File: config.mk
export PLATFORM = sky130hd
export DESIGN_NAME = bcd_auto_guesser
export DESIGN_NICKNAME = d
export VERILOG_FILES = /design/src/rtl/guesser_pkg.sv /design/src/rtl/bin2bcd_iter.sv /design/src/rtl/bcd_auto_guesser.sv
export SDC_FILE = /design/constraint.sdc
export NUM_CORES = 1
export LEC_CHECK = 0
export ABC_AREA = 1
export CAP_MARGIN = 20
export CORE_MARGIN = 10
export CORE_UTILIZATION = 45
export DETAILED_ROUTE_END_ITERATION = 7
export GPL_TIMING_DRIVEN = 0
export SETUP_SLACK_MARGIN = 0.05
export SLEW_MARGIN = 20
export SYNTH_ARGS = -nofsm -noshare
export SYNTH_HDL_FRONTEND = slang
export SYNTH_SLANG_ARGS = --single-unit
export TNS_END_PERCENT = 20
File: constraint.sdc
create_clock -name clk -period 2.1 [get_ports clk]
set_input_delay 0.42 -clock clk [delete_from_list [all_inputs] [get_ports clk]]
set_output_delay 0.42 -clock clk [all_outputs]
set_load 0.01 [all_outputs]
File: src/rtl/guesser_pkg.sv
// Shared types and constants for the BCD auto-guesser: FSM state encoding,
// datapath widths and the double-dabble digit adjust.
package guesser_pkg;

   localparam int BIN_W    = 14;
   localparam int BCD_W    = 16;
   localparam int N_DIGITS = 4;
   localparam int BCD_MAX  = 9999;

   typedef enum logic [2:0] {
      ST_IDLE,
      ST_CALC,
      ST_CONV,
      ST_SUBMIT,
      ST_WAIT,
      ST_EVAL,
      ST_DONE,
      ST_ERR
   } state_e;

   // Add 3 to every BCD digit that is 5 or more, ahead of the next left shift.
   function automatic logic [BCD_W-1:0] dabble_adjust(input logic [BCD_W-1:0] bcd);
      logic [BCD_W-1:0] res;
      res = bcd;
      for (int d = 0; d < N_DIGITS; d++) begin
         if (bcd[4*d +: 4] >= 4'd5) res[4*d +: 4] = bcd[4*d +: 4] + 4'd3;
      end
      return res;
   endfunction

endpackage

File: src/rtl/bin2bcd_iter.sv
// Iterative double-dabble converter: one shift per cycle, done pulses during
// the final shift cycle, 14 cycles after start, with the finished BCD on bcd.
module bin2bcd_iter
   import guesser_pkg::*;
(
   input  logic             clk,
   input  logic             rst_n,
   input  logic             start,
   input  logic [BIN_W-1:0] bin,
   output logic             done,
   output logic [BCD_W-1:0] bcd
);

   logic [BIN_W-1:0] bin_q, bin_d;
   logic [BCD_W-1:0] bcd_q, bcd_d;
   logic [3:0]       cnt_q, cnt_d;
   logic             busy_q, busy_d;
   logic [BCD_W-1:0] bcd_step;

   // NOTE: every signal written in always_comb gets a default first, so no path leaves it unassigned and no latch is inferred.
   always_comb begin
      bcd_step = BCD_W'({dabble_adjust(bcd_q), bin_q[BIN_W-1]});
      bin_d    = bin_q;
      bcd_d    = bcd_q;
      cnt_d    = cnt_q;
      busy_d   = busy_q;
      if (start) begin
         bin_d  = bin;
         bcd_d  = '0;
         cnt_d  = 4'(BIN_W);
         busy_d = 1'b1;
      end else if (busy_q) begin
         bin_d = {bin_q[BIN_W-2:0], 1'b0};
         bcd_d = bcd_step;
         cnt_d = cnt_q - 4'd1;
         if (cnt_q == 4'd1) busy_d = 1'b0;
      end
   end

   // The last shift is presented combinationally so the caller can register it on done.
   assign done = busy_q && (cnt_q == 4'd1);
   assign bcd  = bcd_step;

   // NOTE: sequential state uses non-blocking assignments so every flop samples pre-edge values.
   always_ff @(posedge clk) begin
      if (!rst_n) begin
         bin_q  <= '0;
         bcd_q  <= '0;
         cnt_q  <= '0;
         busy_q <= 1'b0;
      end else begin
         bin_q  <= bin_d;
         bcd_q  <= bcd_d;
         cnt_q  <= cnt_d;
         busy_q <= busy_d;
      end
   end

endmodule

File: src/rtl/bcd_auto_guesser.sv
// Binary-search player for the BCD comparator game. Optional guess limit is
// enabled by defining GUESS_LIMIT_EN (MAX_TRIES is ignored otherwise).
module bcd_auto_guesser
   import guesser_pkg::*;
#(
   parameter int unsigned LO_INIT   = 0,
   parameter int unsigned HI_INIT   = 9999,
   parameter int unsigned FB_WAIT   = 2,
   parameter int unsigned MAX_TRIES = 14
) (
   input  logic             clk,
   input  logic             rst_n,
   input  logic             start,
   input  logic             fb_eq,
   input  logic             fb_gt,
   input  logic             fb_sm,
   output logic [BCD_W-1:0] guess,
   output logic             submit,
   output logic             busy,
   output logic             found,
   output logic             err,
   output logic [3:0]       attempts
);

`ifdef GUESS_LIMIT_EN
   localparam bit LIMIT_EN = 1'b1;
`else
   localparam bit LIMIT_EN = 1'b0;
`endif

   state_e           state_q, state_d;
   logic [BIN_W-1:0] lo_q, lo_d, hi_q, hi_d, mid_q, mid_d, mid_calc;
   logic [BCD_W-1:0] guess_q, guess_d;
   logic [3:0]       attempts_q, attempts_d;
   logic [7:0]       wait_q, wait_d;
   logic [2:0]       flags;
   logic             limit_hit;
   logic             conv_done;
   logic [BCD_W-1:0] conv_bcd;

   // 15-bit sum so lo+hi near 9999 does not overflow before halving.
   assign mid_calc  = BIN_W'(({1'b0, lo_q} + {1'b0, hi_q}) >> 1);
   assign flags     = {fb_eq, fb_gt, fb_sm};
   assign limit_hit = LIMIT_EN && (32'(attempts_q) >= MAX_TRIES);

   bin2bcd_iter u_conv (
      .clk   (clk),
      .rst_n (rst_n),
      .start (state_q == ST_CALC),
      .bin   (mid_calc),
      .done  (conv_done),
      .bcd   (conv_bcd)
   );

   always_comb begin
      state_d    = state_q;
      lo_d       = lo_q;
      hi_d       = hi_q;
      mid_d      = mid_q;
      guess_d    = guess_q;
      attempts_d = attempts_q;
      wait_d     = wait_q;
      unique case (state_q)
         ST_IDLE, ST_DONE, ST_ERR: begin
            if (start) begin
               lo_d       = BIN_W'(LO_INIT);
               hi_d       = BIN_W'(HI_INIT);
               attempts_d = '0;
               state_d    = ST_CALC;
            end
         end
         ST_CALC: begin
            mid_d   = mid_calc;
            state_d = ST_CONV;
         end
         ST_CONV: begin
            if (conv_done) begin
               guess_d = conv_bcd;
               state_d = ST_SUBMIT;
            end
         end
         ST_SUBMIT: begin
            if (attempts_q != 4'hf) attempts_d = attempts_q + 4'd1;
            wait_d  = 8'(FB_WAIT - 1);
            state_d = ST_WAIT;
         end
         ST_WAIT: begin
            if (wait_q == 8'd0) state_d = ST_EVAL;
            else                wait_d  = wait_q - 8'd1;
         end
         ST_EVAL: begin
            case (flags)
               3'b100: state_d = ST_DONE;
               3'b010: begin
                  if (mid_q == lo_q) state_d = ST_ERR;
                  else begin
                     hi_d    = mid_q - 14'd1;
                     state_d = ST_CALC;
                  end
               end
               3'b001: begin
                  if (mid_q == hi_q) state_d = ST_ERR;
                  else begin
                     lo_d    = mid_q + 14'd1;
                     state_d = ST_CALC;
                  end
               end
               default: state_d = ST_ERR;
            endcase
            if (flags != 3'b100 && limit_hit) state_d = ST_ERR;
         end
         default: state_d = ST_IDLE;
      endcase
   end

   always_ff @(posedge clk) begin
      if (!rst_n) begin
         state_q    <= ST_IDLE;
         lo_q       <= '0;
         hi_q       <= '0;
         mid_q      <= '0;
         guess_q    <= '0;
         attempts_q <= '0;
         wait_q     <= '0;
      end else begin
         state_q    <= state_d;
         lo_q       <= lo_d;
         hi_q       <= hi_d;
         mid_q      <= mid_d;
         guess_q    <= guess_d;
         attempts_q <= attempts_d;
         wait_q     <= wait_d;
      end
   end

   assign guess    = guess_q;
   assign attempts = attempts_q;
   assign submit   = (state_q == ST_SUBMIT);
   assign found    = (state_q == ST_DONE);
   assign err      = (state_q == ST_ERR);
   assign busy     = (state_q == ST_CALC) || (state_q == ST_CONV) || (state_q == ST_SUBMIT) ||
                     (state_q == ST_WAIT) || (state_q == ST_EVAL);

endmodule

# After elaboration in Yosys (flattened, before gate mapping)

Cells that the tools add are included.

$add $sub $neg: 10
$lt $le $gt $ge: 4
Equality and inequality tests: 23
Multiplexer cells: 31
Bitwise logic cells: 1
Reductions and logical operators: 19

Operators with widths:

| cell                    | count |
|---|---|
| $mux W14                | 8 |
| $pmux W14 S2            | 2 |
| $eq A14 B14 Y1          | 2 |
| $mux W4                 | 7 |
| $mux W3                 | 6 |
| $pmux W3 S6             | 1 |
| $ge A4 B3 Y1 const B    | 4 |
| $pmux W8 S2             | 1 |
| $add A14 B14 Y15        | 1 |
| $eq A3 B3 Y1 const B    | 5 |
| $add A14 B1 Y14 const B | 1 |
| $sub A14 B1 Y14 const B | 1 |
| $add A4 B2 Y4 const B   | 3 |
| $ne A2 B2 Y1 const B    | 6 |
| $eq A3 B2 Y1 const B    | 3 |
| $pmux W3 S3             | 1 |
| $logic_not A8 Y1        | 1 |
| $mux W8                 | 1 |
| $pmux W4 S2             | 1 |
| $reduce_and A4 Y1       | 2 |
| $reduce_bool A2 Y1      | 4 |
| $sub A8 B1 Y8 const B   | 1 |
| $eq A3 B1 Y1 const B    | 2 |
| $ne A2 B1 Y1 const B    | 3 |
| 14 further kinds        | 21 |

Flip-flop bits (word level): 108
Output and inout bits: 24

# Logic depth before layout (Yosys ltp)

Gate-level depths: netlist of the first run.

Depth in word-level cells: 5
Depth in mapped cells: 13
Mapped depth without buffers: 12

# Hierarchy

From an unflattened synthesis of the first run, not the netlist that was laid out.

Cells, all modules: 1,013
Area total of the unflattened synthesis: 6,567.5 sq um

By module, submodules not included:

| module           | instances | cells an instance | area each (sq um) |
|---|---|---|---|
| bcd_auto_guesser | 1         | 729               | 4,672.0 |
| bin2bcd_iter     | 1         | 284               | 1,895.6 |

# Worst setup path before layout of the first run

No wires, ideal clock.

Path type: reg-to-reg
Start point: register hi_q[0]
End point: register u_conv.bin_q[9]
Setup time: 131 ps
Arrival time: 1,782 ps
Required time: 1,969 ps
Setup slack: 187 ps
Stages on the path, launching flop included: 13
Buffers on the path: 0
Cell sequence: dfxtp_1 -> nand2_1 -> inv_1 -> fa_1 -> nand2_1 -> nand2_1 -> o21ai_0 -> o21ai_0 -> nand3_1 -> o21bai_1 -> or2_2 -> nand2_1 -> o21ai_0

Cells in the longest elaborated chain, start to end: 2

Ends and longest elaborated chain:

| item                   | RTL line                | RTL |
|---|---|---|
| from (decl)            | bcd_auto_guesser.sv:32  | `logic [BIN_W-1:0] lo_q, lo_d, hi_q, hi_d, mid_q, mid_d, mid_calc;` |
| from (signal assigned) | bcd_auto_guesser.sv:128 | `hi_q <= hi_d;` |
| $add A14 B14 Y15       | bcd_auto_guesser.sv:42  | `assign mid_calc = BIN_W'(({1'b0, lo_q} + {1'b0, hi_q}) >> 1);` |
| $mux W14               | bin2bcd_iter.sv:27      | `if (start) begin` |
| to (signal assigned)   | bin2bcd_iter.sv:52      | `bin_q <= bin_d;` |
| to (decl)              | bin2bcd_iter.sv:14      | `logic [BIN_W-1:0] bin_q, bin_d;` |

No other way between the ends.
A chain may end at the register's enable or synchronous reset.

# Final worst setup path of the first run

Start point: register state_q[2]
End point: output port found

Cells in the longest elaborated chain, start to end: 1

Ends and longest elaborated chain:

| item                   | RTL line                | RTL |
|---|---|---|
| from (decl)            | bcd_auto_guesser.sv:31  | `state_e state_q, state_d;` |
| from (signal assigned) | bcd_auto_guesser.sv:126 | `state_q <= state_d;` |
| $eq A3 B3 Y1           | bcd_auto_guesser.sv:139 | `assign found = (state_q == ST_DONE);` |
| to (decl)              | bcd_auto_guesser.sv:20  | `output logic found,` |

No other way between the ends.

==> results of run 1 <==
[metal layers]
metal | GRT usage (%) | vias up
met5 | 0 | -
met1 | 24.5 | 2753
met2 | 28.1 | 139
met3 | 2.71 | 21
li1 | - | 3185
met4 | 6.83 | 0
[worst max-delay path, delay by kind of cell, from the launching register on]
kind	cells	cell delay, ns
DFF	1	0.31
buffers and inverters	2	0.70
and+or+nand+nor	2	0.17
[metrics by stage]
stage | worst slack (ns) | utilization [%] | setup TNS (ns) | power [µW]
after floorplan | 0.187 | - | 0 | 6880
after global placement | -0.312 | 49.4 | -8.67 | 8230
after detailed placement | -0.298 | 49.4 | -8.19 | 8270
after CTS | 0.00211 | 51.9 | 0 | 10200
after global routing | 0.00264 | 52.6 | 0 | 11300
final | 0.151 | 52.6 | 0 | 10400
[cell usage after synthesis, types with 7 or more instances]
| master | instances | share of area (%) |
|---|---|---|
| a21oi_1 | 84 | 6.7 |
| buf_2 | 12 | 0.96 |
| clkbuf_1 | 19 | 1.1 |
| dfxtp_1 | 108 | 34 |
| ha_1 | 28 | 5.6 |
| inv_1 | 124 | 7.4 |
| inv_2 | 7 | 0.42 |
| nand2_1 | 202 | 12 |
| nand3_1 | 37 | 2.9 |
| nand4_1 | 9 | 0.90 |
| nor2_1 | 124 | 7.4 |
| nor3_1 | 17 | 1.4 |
| o211ai_1 | 7 | 0.84 |
| o21ai_0 | 98 | 7.8 |
| o22ai_1 | 13 | 1.3 |
| xor2_1 | 17 | 2.4 |
[flip-flops by register name, indices dropped and copies added (netlist names), 4 cells and up]
| register | flops |
|---|---|
| attempts | 4 |
| guess | 16 |
| hi_q | 14 |
| lo_q | 14 |
| mid_q | 14 |
| u_conv.bcd_q | 16 |
| u_conv.bin_q | 14 |
| u_conv.cnt_q | 4 |
| wait_q | 8 |
[path summary, 6_finish.rpt]
kind / start / end / slack [ns] / depth (start not counted)
hold / removal: wait_q[6]$_SDFFE_PN0P_ / wait_q[6]$_SDFFE_PN0P_ / 0.47 / 1
setup reg to reg: mid_q[5]$_SDFFE_PN0P_ / hi_q[10]$_SDFFE_PN0P_ / 0.16 / 13
setup / recovery: state_q[2]$_SDFFE_PN0P_ / found / 0.15 / 4
hold reg to reg: wait_q[6]$_SDFFE_PN0P_ / wait_q[6]$_SDFFE_PN0P_ / 0.47 / 1
[where the power goes]
| group | switching, µW | internal (µW) | leakage [µW] | total [µW] |
|---|---|---|---|---|
| logic | 3550 | 1830 | 0.00218 | 5380 |
| registers | 500 | 2640 | 0.000885 | 3140 |
| clock network | 822 | 1060 | 0.000159 | 1880 |
| total | 4870 | 5540 | 0.00322 | 10400 |
[repair_timing]
item,4_1_cts,5_1_grt
gates resized for setup,14,36
hold buffers,0,0
buffers inserted,0,1
pin swaps,1,2
endpoints found under the setup margin,30,56
[area by class of cell]
| type | instances | area [µm²] | share of cell area (%) |
|---|---|---|---|
| clock buffers | 10 | 229 | 3.16 |
| repair buffers | 30 | 299 | 4.13 |
| plain buffers | 37 | 191 | 2.64 |
| well taps | 180 | 225 | 3.11 |
| clock inverters | 6 | 93.8 | 1.30 |
| multi-input cells | 682 | 3530 | 48.8 |
| inverters | 132 | 502 | 6.93 |
| flip-flops and latches | 108 | 2170 | 30.0 |
[cells by family after synthesis]
family | synth area share, %
flip-flops | 34.4
AO/OA/AOI/OAI | 18.7
XOR/XNOR | 3.20
AND/OR/NAND/NOR | 26.9
multiplexers | 0.159
buffers and inverters | 10.7
adder cells (fa/ha/maj) | 5.89
==> reports/results.ini, run 1 <==
[run_status]
status=finished clean

[placed_design]
dpl.cell_count=1168
io_buffers=29
globalplace.congestion=0.889
dpl_cell_area_um2=6800
dp_hpwl_mm=13.2

[sta]
post-route-period-util_pct=92.8
fin_crit_ns=1.95
setup_viol=0
hold_viol_final=0
max_slew_margin_pct=53.5
rsz0062_at_grt=yes
slew_violations=0
holdWs_ns=0.472
worst_slew_pin_slew_ns=0.697
fmax_mhz=513
skew_ns=0.00751

[grt]
grt_pass1_wl_mm=28.8
grt_usage_pct=18.1
grt_pass1_vias=5542
overflow=0
grt_max_degree=19
antenna_found_initial=0

[routing]
drtPass1Iterations=5
num_vias=6098
viasPerCell=5.15
route.met2.wl_mm=7.62
wl_mm=17.5
avgRoutedWirePerCell_um=14.8
drtIter0Drc=497
top_layer=met4
wl_met3_um=849
route.detailed.drc=0
met1_length_mm=8.69
drtAntennaViolNets=0

[clock_tree]
cts_tree=yes
numCtsBuffers=9
cts_num_sinks=108
cts.path.max_buffers=2
clock_latency_ns=0.36
clkSlewWorstSetupHoldPaths_ns=0.07
root_buffer=clkbuf_16
htreeDepth=3

[setup_path]
worst-setup-path-type=reg2out
start_kind=flop
cp-end-kind=output pin
arrival_ns=1.53
crit_chain=buf_4, nand2_1, nor2_1, clkdlybuf4s50_1
critPathSlowestCell=clkdlybuf4s50_1
crit_path_max_incr_delay_ns=0.54
worst_ep_required_time_ns=1.68
path_max_fanout=9

[synth]
netlist_area_um2=6290
yosysWarnings=0
async_reset_ff_share_pct=0
seq_area_frac_synth_pct=34.4
synth_edf_count=0
synth_cell_type_count=41
synth_nets=994
synth_seq_cells=108
ys.flop_type=dfxtp_1
synth.avg_cell_area_um2=6.55
syn_inst=959

[cells_and_area]
nets=1035
final_cell_mix=198 x nand2_1, 121 x inv_1, 118 x nor2_1
diodes=0
fill_cells=1469
finalInstanceArea_um2=7240
layout-drive-gt1-share_pct=8.56
area_delta_synth_final_pct=15.2
finalNonFillerCells=1185
final_common_cell=nand2_1

[floorplanning]
core_um2=13800
die_x_um=138
start_util_pct=45.6
row_count=43
pin_count=30
fp.dieArea_um2=19100
die_height_um=138

[pwr]
leakagePower_uw=0.00322
powerDensity_nw_per_um2=1440
ir_drop_uv=626

[hold_path]
hold_class=reg2reg

[run]
maxCapViolCount=0

Power figures use the tool's default switching activity.
==> run 2: changes to the inputs <==
--- a/config.mk
+++ b/config.mk
@@ -6,11 +6,14 @@
 export NUM_CORES = 1
 export LEC_CHECK = 0
 export ABC_AREA = 1
+export ABC_CLOCK_PERIOD_IN_PS = 2100
 export CAP_MARGIN = 20
 export CORE_MARGIN = 10
 export CORE_UTILIZATION = 45
+export CTS_CLUSTER_DIAMETER = 100
 export DETAILED_ROUTE_END_ITERATION = 7
 export GPL_TIMING_DRIVEN = 0
+export HOLD_SLACK_MARGIN = 0.1
 export SETUP_SLACK_MARGIN = 0.05
 export SLEW_MARGIN = 20
 export SYNTH_ARGS = -nofsm -noshare
==> results of run 2 <==
Same layout as run 1: the final DEF is identical, and so are final timing and power.
